**src/rtl/roberto_cmd_rx.sv**
```systemverilog
// ---------------------------------------------------------------------------
// roberto_cmd_rx
//
// Receive-side command unit for the host serial link. Consumes bytes from the
// UART receiver, frames and validates command packets and issues game-start,
// game-reset and servo-position commands to the rest of the system.
//
// Packet: 0x23 '#', CMD, ARG, [CHK], 0x0A
//   'J' (0x4A) -> jogar pulse          (ARG ignored)
//   'R' (0x52) -> zera_jogo pulse      (ARG ignored)
//   'S' (0x53) -> servo_sel <= ARG[7:6], servo_pos <= ARG[POS_W-1:0],
//                 carrega_servo pulse
//
// Build option:
//   CMD_CHECKSUM_EN  when defined, packets carry a CHK byte that must equal
//                    CMD ^ ARG. When undefined, packets are 4 bytes long and
//                    the esp_chk state is unreachable.
//
// Parameters:
//   TIMEOUT  max clock cycles allowed between bytes inside a packet
//   POS_W    width of the servo position field
//
// Ports:
//   clock          system clock
//   reset          synchronous, active-high reset
//   pronto_rx      one-cycle strobe, dado_rx valid this cycle
//   dado_rx[7:0]   received byte
//   jogar          one-cycle pulse: start game
//   zera_jogo      one-cycle pulse: reset game
//   carrega_servo  one-cycle pulse: servo_sel/servo_pos updated and valid
//   servo_sel[1:0] servo index, held until the next 'S' command
//   servo_pos      servo position, held until the next 'S' command
//   erro           one-cycle pulse: packet rejected
//   db_estado[3:0] debug encoding of the current state
// ---------------------------------------------------------------------------
module roberto_cmd_rx #(
  parameter int TIMEOUT = 50000000,
  parameter int POS_W   = 6
) (
  input  logic             clock,
  input  logic             reset,
  input  logic             pronto_rx,
  input  logic [7:0]       dado_rx,
  output logic             jogar,
  output logic             zera_jogo,
  output logic             carrega_servo,
  output logic [1:0]       servo_sel,
  output logic [POS_W-1:0] servo_pos,
  output logic             erro,
  output logic [3:0]       db_estado
);

  // -------------------------------------------------------------------------
  // Protocol constants
  // -------------------------------------------------------------------------
  localparam logic [7:0] BYTE_SOF = 8'h23;  // '#'
  localparam logic [7:0] BYTE_EOF = 8'h0A;  // line feed
  localparam logic [7:0] CMD_J    = 8'h4A;
  localparam logic [7:0] CMD_R    = 8'h52;
  localparam logic [7:0] CMD_S    = 8'h53;

  // Inter-byte counter sizing; the counter saturates at all-ones.
  localparam int                CNT_W    = $clog2(TIMEOUT + 1);
  localparam logic [CNT_W-1:0] CNT_LAST = CNT_W'(TIMEOUT - 1);
  localparam logic [CNT_W-1:0] CNT_MAX  = '1;

  // -------------------------------------------------------------------------
  // State encoding doubles as the db_estado debug value.
  // -------------------------------------------------------------------------
  typedef enum logic [3:0] {
    INICIAL  = 4'b0000,
    ESP_CMD  = 4'b0001,
    ESP_ARG  = 4'b0010,
    ESP_CHK  = 4'b0011,
    ESP_FIM  = 4'b0100,
    EXECUTA  = 4'b0101,
    EST_ERRO = 4'b0110
  } state_t;

  state_t           state_reg;
  state_t           state_next;

  logic [CNT_W-1:0] cnt_reg;
  logic [7:0]       cmd_reg;
  logic [7:0]       arg_reg;
  logic [1:0]       servo_sel_reg;
  logic [POS_W-1:0] servo_pos_reg;

  logic             waiting;      // inside a packet, waiting for a byte
  logic             timeout_hit;  // no byte for TIMEOUT cycles
  logic             cmd_ok;
  logic             chk_ok;
  logic             load_servo;

`ifdef CMD_CHECKSUM_EN
  logic [7:0]       chk_reg;
  assign chk_ok = (chk_reg == (cmd_reg ^ arg_reg));
`else
  assign chk_ok = 1'b1;
`endif

  assign cmd_ok = (cmd_reg == CMD_J) || (cmd_reg == CMD_R) || (cmd_reg == CMD_S);

  assign waiting = (state_reg == ESP_CMD) || (state_reg == ESP_ARG) ||
                   (state_reg == ESP_CHK) || (state_reg == ESP_FIM);

  // A byte arriving in the same cycle as the last allowed count wins, because
  // every waiting state tests pronto_rx before timeout_hit.
  assign timeout_hit = (cnt_reg >= CNT_LAST);

  // Servo registers load on the terminator edge so their new value is already
  // visible during the carrega_servo pulse in executa.
  assign load_servo = (state_reg == ESP_FIM) && pronto_rx &&
                      (dado_rx == BYTE_EOF) && (cmd_reg == CMD_S) && chk_ok;

  // -------------------------------------------------------------------------
  // State register
  // -------------------------------------------------------------------------
  always_ff @(posedge clock) begin
    if (reset) begin
      state_reg <= INICIAL;
    end else begin
      state_reg <= state_next;
    end
  end

  // -------------------------------------------------------------------------
  // Next-state and Moore output decode
  // -------------------------------------------------------------------------
  always_comb begin
    state_next    = state_reg;
    jogar         = 1'b0;
    zera_jogo     = 1'b0;
    carrega_servo = 1'b0;
    erro          = 1'b0;
    db_estado     = 4'b1111;

    case (state_reg)
      INICIAL: begin
        db_estado = 4'b0000;
        // Anything other than the start byte is dropped silently.
        if (pronto_rx && (dado_rx == BYTE_SOF)) begin
          state_next = ESP_CMD;
        end
      end

      ESP_CMD: begin
        db_estado = 4'b0001;
        // A '#' here is plain data; a misframed packet is caught at the end.
        if (pronto_rx) begin
          state_next = ESP_ARG;
        end else if (timeout_hit) begin
          state_next = EST_ERRO;
        end
      end

      ESP_ARG: begin
        db_estado = 4'b0010;
        if (pronto_rx) begin
`ifdef CMD_CHECKSUM_EN
          state_next = ESP_CHK;
`else
          state_next = ESP_FIM;
`endif
        end else if (timeout_hit) begin
          state_next = EST_ERRO;
        end
      end

`ifdef CMD_CHECKSUM_EN
      ESP_CHK: begin
        db_estado = 4'b0011;
        if (pronto_rx) begin
          state_next = ESP_FIM;
        end else if (timeout_hit) begin
          state_next = EST_ERRO;
        end
      end
`endif

      ESP_FIM: begin
        db_estado = 4'b0100;
        if (pronto_rx) begin
          state_next = (dado_rx == BYTE_EOF) ? EXECUTA : EST_ERRO;
        end else if (timeout_hit) begin
          state_next = EST_ERRO;
        end
      end

      EXECUTA: begin
        db_estado = 4'b0101;
        if (cmd_ok && chk_ok) begin
          jogar         = (cmd_reg == CMD_J);
          zera_jogo     = (cmd_reg == CMD_R);
          carrega_servo = (cmd_reg == CMD_S);
          state_next    = INICIAL;
        end else begin
          state_next = EST_ERRO;
        end
      end

      EST_ERRO: begin
        db_estado  = 4'b0110;
        erro       = 1'b1;
        state_next = INICIAL;
      end

      default: begin
        db_estado  = 4'b1111;
        state_next = INICIAL;
      end
    endcase
  end

  // -------------------------------------------------------------------------
  // Inter-byte timeout counter: cleared by any byte and outside a packet,
  // counts while waiting, never wraps.
  // -------------------------------------------------------------------------
  always_ff @(posedge clock) begin
    if (reset) begin
      cnt_reg <= '0;
    end else if (pronto_rx || !waiting) begin
      cnt_reg <= '0;
    end else if (cnt_reg != CNT_MAX) begin
      cnt_reg <= cnt_reg + 1'b1;
    end
  end

  // -------------------------------------------------------------------------
  // Packet field latches and servo output registers
  // -------------------------------------------------------------------------
  always_ff @(posedge clock) begin
    if (reset) begin
      cmd_reg       <= '0;
      arg_reg       <= '0;
      servo_sel_reg <= '0;
      servo_pos_reg <= '0;
    end else begin
      if ((state_reg == ESP_CMD) && pronto_rx) begin
        cmd_reg <= dado_rx;
      end
      if ((state_reg == ESP_ARG) && pronto_rx) begin
        arg_reg <= dado_rx;
      end
      if (load_servo) begin
        servo_sel_reg <= arg_reg[7:6];
        servo_pos_reg <= arg_reg[POS_W-1:0];
      end
    end
  end

`ifdef CMD_CHECKSUM_EN
  always_ff @(posedge clock) begin
    if (reset) begin
      chk_reg <= '0;
    end else if ((state_reg == ESP_CHK) && pronto_rx) begin
      chk_reg <= dado_rx;
    end
  end
`endif

  assign servo_sel = servo_sel_reg;
  assign servo_pos = servo_pos_reg;

endmodule

```
**config.mk**
```make
export PLATFORM = sky130hd
export DESIGN_NAME = roberto_cmd_rx
export DESIGN_NICKNAME = d
export VERILOG_FILES = /design/src/rtl/roberto_cmd_rx.sv
export SDC_FILE = /design/constraint.sdc
export NUM_CORES = 1
export LEC_CHECK = 0
export CORE_UTILIZATION = 40
export CTS_CLUSTER_SIZE = 8
export DETAILED_ROUTE_END_ITERATION = 10
export PLACE_DENSITY = 0.6
export SLEW_MARGIN = 10
export SYNTH_ARGS = -nofsm -noshare
export SYNTH_HDL_FRONTEND = slang
export SYNTH_SLANG_ARGS = --single-unit
```
**constraint.sdc**
```tcl
create_clock -name clock -period 2.84 [get_ports clock]
set_clock_uncertainty 0.15 [all_clocks]
set_input_delay 0.568 -clock clock [delete_from_list [all_inputs] [get_ports clock]]
set_output_delay 0.568 -clock clock [all_outputs]
set_load 0.03 [all_outputs]
```
## After elaboration in Yosys (flattened, before gate mapping)

Index checks and enable logic that the tools add are counted.

- Register bits: 54
- Bits in latches: 0
- RAM bits: 0
- Bits in read-only memories: 0
- Bits of input ports: 11
- Output and inout port bits: 16
- Word-level logic and storage cells: 52
- Memories: 0

- $add $sub $neg: 1
- $mul: 0
- Div/mod/pow operators: 0
- $lt $le $gt $ge: 1
- Equal/unequal tests: 13
- Shift operators: 0
- Multiplexer cells: 16
- Bitwise logic cells: 0
- Reduce and logical (&&, ||, !) cells: 15

Operator list:

| operator | number |
|---|---|
| 26-bit by 1-bit adder with 26-bit output (second input constant) | 1 |
| 26-bit greater-or-equal comparator (second input constant) | 1 |
| 26-bit inequality test (second input constant) | 1 |
| 8-bit by 7-bit == test with 1-bit output (second input constant) | 3 |
| 4-bit case mux with 6 select lines | 1 |
| 4-bit 2-to-1 mux | 5 |
| 4-bit case mux with 5 select lines | 1 |
| 4-bit by 3-bit == test with 1-bit output (second input constant) | 3 |
| 4-bit by 2-bit == test with 1-bit output (second input constant) | 2 |
| 8-bit by 4-bit == test with 1-bit output (second input constant) | 1 |
| 8-bit by 6-bit == test with 1-bit output (second input constant) | 1 |
| 1-bit 2-to-1 mux | 7 |
| 1-bit logical AND | 6 |
| 1-bit logical OR | 6 |
| 4-bit by 1-bit == test with 1-bit output (second input constant) | 1 |
| 4-bit zero test | 1 |
| 3-bit 2-to-1 mux | 1 |
| 2-bit 2-to-1 mux | 1 |
| 2-bit inequality test (second input constant) | 1 |
| 2-bit OR reduction | 1 |
| 1-bit zero test | 1 |

## Longest topological paths before layout

- Word-level depth: 7
- Mapped depth: 7
- Mapped depth without buffers: 6

## Least setup slack after synthesis

No wires, ideal clock.

- Path kind: reg-to-output
- Start point: register state_reg[1]
- End point: output port jogar
- Data arrival time: 1648 ps
- Data required time: 2122 ps
- Setup slack: 474 ps
- Stages on the path, launching flop included: 6
- Path through: dfxtp_1 > clkbuf_1 > nor2_1 > nand3_1 > nand2b_1 > nor3_1

- Word-level cells in the longest chain between the ends: 2

RTL lines:

| item | line | text |
|---|---|---|
| start, declared | 80 | `state_t state_reg;` |
| start signal, assigned | 123 | `state_reg <= state_next;` |
| 4-bit by 3-bit == test with 1-bit output | 138 | `case (state_reg)` |
| 1-bit 2-to-1 mux | 138 |  |
| end, declared | 44 | `output logic jogar,` |

Every way passes these cells.

## Worst setup path in the final report

- Start point: register state_reg[0]
- End point: output port db_estado[2]

- Word-level cells in the longest chain between the ends: 2

RTL lines:

| item | line | text |
|---|---|---|
| 4-bit by 3-bit == test with 1-bit output, or another cell as far along | 138 |  |
| 4-bit case mux with 6 select lines (*) | 138 |  |
| end, declared | 50 | `output logic [3:0] db_estado` |

Every way passes the cells marked *; elsewhere a longest branch is shown, timed or not.

==> out/summary.txt <==
crit path kind = reg -> out
max reg flops = 26
Avg WL per Cell = 13.99 µm
CTS clk-pin slew, worst paths = 0.10 ns
Pleak = 1.136 nW
Synth cell types = 45
post-CTS setup buffers = 0
CP Max Fanout = 9
Slowest-stage cell, CP = clkdlybuf4s50_1
die area = 6932 µm²
fin crit share = 96.16%
pin count of the biggest net entering global routing = 27
Final Util = 48.99%
min-delay worst type = reg -> reg
Synth Register Bits = 54
Max Root-Sink Buffers = 2
# DRC = 0
number of port buffers = 26
Pwr Density = 408.2 nW/µm²
CP most frequent cell = or2_2
vias in the first global route = 2000
Final Cell Area = 3110 µm²
Critical Path, Cell by Cell = or2_2 -> nor2b_1 -> or2_2 -> clkdlybuf4s50_1
Max stage delay on crit path = 0.59 ns
IR Drop Worst-Case VDD = 237.9 µV
total track usage = 17.55%
post-DP HPWL = 4.244 mm
Mean Syn Cell Area = 8.632 µm²
Post-Route WL = 5.777 mm
P&R area growth vs syn = 17.76%
Worst Path Required = 2.12 ns
Die H = 83.26 µm
Max Clk Rate = 366.2 MHz
CTS root buffer = clkbuf_8
Arr. time, crit path = 2.01 ns
Maximum Capacitance Violations = 0
Slew headroom = 51.35%
initial drt markers = 96
# nets final = 347
status = completed
Post-Syn Instances = 306
worst skew pair latency = 0.31 ns
post_cts resized = 3
Min Clock Period, post-route = 2.731 ns
Hold Path Depth = 2
CTS tree = built
CTS Hold Bufs = 0
Routed Antenna Nets = 0
Placer Congestion = 0.8560
first-pass GRT wire length = 9.970 mm
Rows = 29
Detailed Routing Iterations Pass 1 = 4
Via density = 5.397
mapped cell area = 2641 µm²
starting density of the core = 41.60%
Inst Count DP = 405
# H-tree levels = 2
Yosys warnings = 0
sequential cell area fraction in the yosys report = 40.93%
Layout Cells excl Fill = 413
critical path endpoint category = output port
most frequent cells in the layout = nor2_1, dfxtp_1, mux2i_1
# clock sinks = 54
Cell Area, Placed = 3014 µm²
final setup fails = 0
fin. max-slew vios = 0
core area = 6350 µm²
overall die width = 83.26 µm
r2r worst-path depth = 5
initial antenna violation count = 0
Syn Nets = 318
pin slew with the least headroom to its limit = 0.7205 ns
Antenna Cells = 0
commonest non-fill, non-tap cell in the layout = nor2_1
CP startpoint kind = register
num ports = 27
clock buffer count from CTS = 5
Overflow after GRT = 0
final hold violation count = 0
Power Total = 1.270 mW
RSZ-0062 raised after global routing = false
layout cell share with drive strength beyond 1 = 9.226%
setup TNS = 0 ns
DR vias = 2229
[power by group]
| group | switching, mW | total (mW) | internal, mW |
|---|---|---|---|
| registers | 0.00116 | 0.758 | 0.757 |
| logic | 0.0270 | 0.0515 | 0.0245 |
| clock network | 0.258 | 0.460 | 0.201 |
[worst max-delay path: cells and delay by family (launching register included)]
kind	cells	cell delay (ns)
buffers and inverters	1	0.59
DFF	1	0.40
and+or+nand+nor	3	0.73
[Yosys cell counts (all sizes together)]
library cell | count | area share, %
a21boi | 2 | 0.57
nand2 | 13 | 1.8
ha | 1 | 0.47
dfxtp | 54 | 41
and2 | 5 | 1.2
nor4 | 9 | 3.6
and3b | 1 | 0.33
nand3b | 1 | 0.28
a211oi | 5 | 1.4
a22oi | 1 | 0.28
nand3 | 16 | 3.0
nor4b | 2 | 1.1
nor2 | 58 | 8.3
a31oi | 2 | 0.47
a211o | 1 | 0.33
nand4 | 10 | 2.6
and3 | 7 | 1.7
conb | 1 | 0.14
o31ai | 1 | 0.28
clkbuf | 10 | 1.5
o21ai | 6 | 1.1
buf | 4 | 0.76
or2 | 2 | 0.47
inv | 6 | 0.85
nor2b | 5 | 1.2
o311ai | 2 | 0.66
a21oi | 11 | 2.1
mux2i | 27 | 10
o21a | 1 | 0.28
xor2 | 1 | 0.33
or4 | 3 | 0.85
and4 | 2 | 0.71
nor3 | 8 | 1.5
or3 | 3 | 0.71
nand4b | 1 | 0.33
xnor2 | 16 | 5.3
o211ai | 4 | 1.1
nand2b | 4 | 0.95
[cells by family (layout without fill, tap and decap cells)]
logic type / count (synthesis) / in the layout / share of synthesized area, %
mux: 27 / 27 / 10.23
compound gates: 36 / 36 / 8.669
fa+ha+maj: 1 / 1 / 0.4736
buf+inv: 20 / 50 / 3.079
flops: 54 / 54 / 40.93
xor+xnor: 17 / 17 / 5.637
simple gates: 150 / 150 / 30.84
other cells: 1 / 1 / 0.1420
[per-layer routing]
layer | global-route usage [%] | vias up | wire length (µm)
met2 | 25.34 | 49 | 2448
met3 | 3.181 | 2 | 198
met4 | 4.702 | 0 | 29
met1 | 26.58 | 1037 | 3100
li1 | - | 1141 | -
met5 | 0 | - | 0
[final timing paths]
check,end,startpoint,slack [ns]
setup / recovery,db_estado[2],state_reg[0],0.11
hold / removal,servo_pos[0],arg_reg[0],0.36
setup reg to reg,cnt_reg[21],cnt_reg[7],0.64
hold reg to reg,servo_pos[0],arg_reg[0],0.36
[final cells by class]
type                            count  area, µm²
Clock buffer                        6      82.58
Clock inverter                      2      17.52
Fill cell                         599       3239
Inverter                            6      22.52
Multi-Input combinational cell    232       1479
Sequential cell                    54       1081
Tap cell                           77      96.34
Timing Repair Buffer               36      331.6
[stage by stage]
stage               setup slack, ns  hold WS (ns)
global placement             0.2574        0.3262
CTS                          0.1041        0.3665
global route               0.008196        0.3809
detailed placement           0.2001        0.3422
finish                       0.1090        0.3563
floorplan                    0.4739        0.3053
Note: power is estimated with default switching activity, not from simulation.
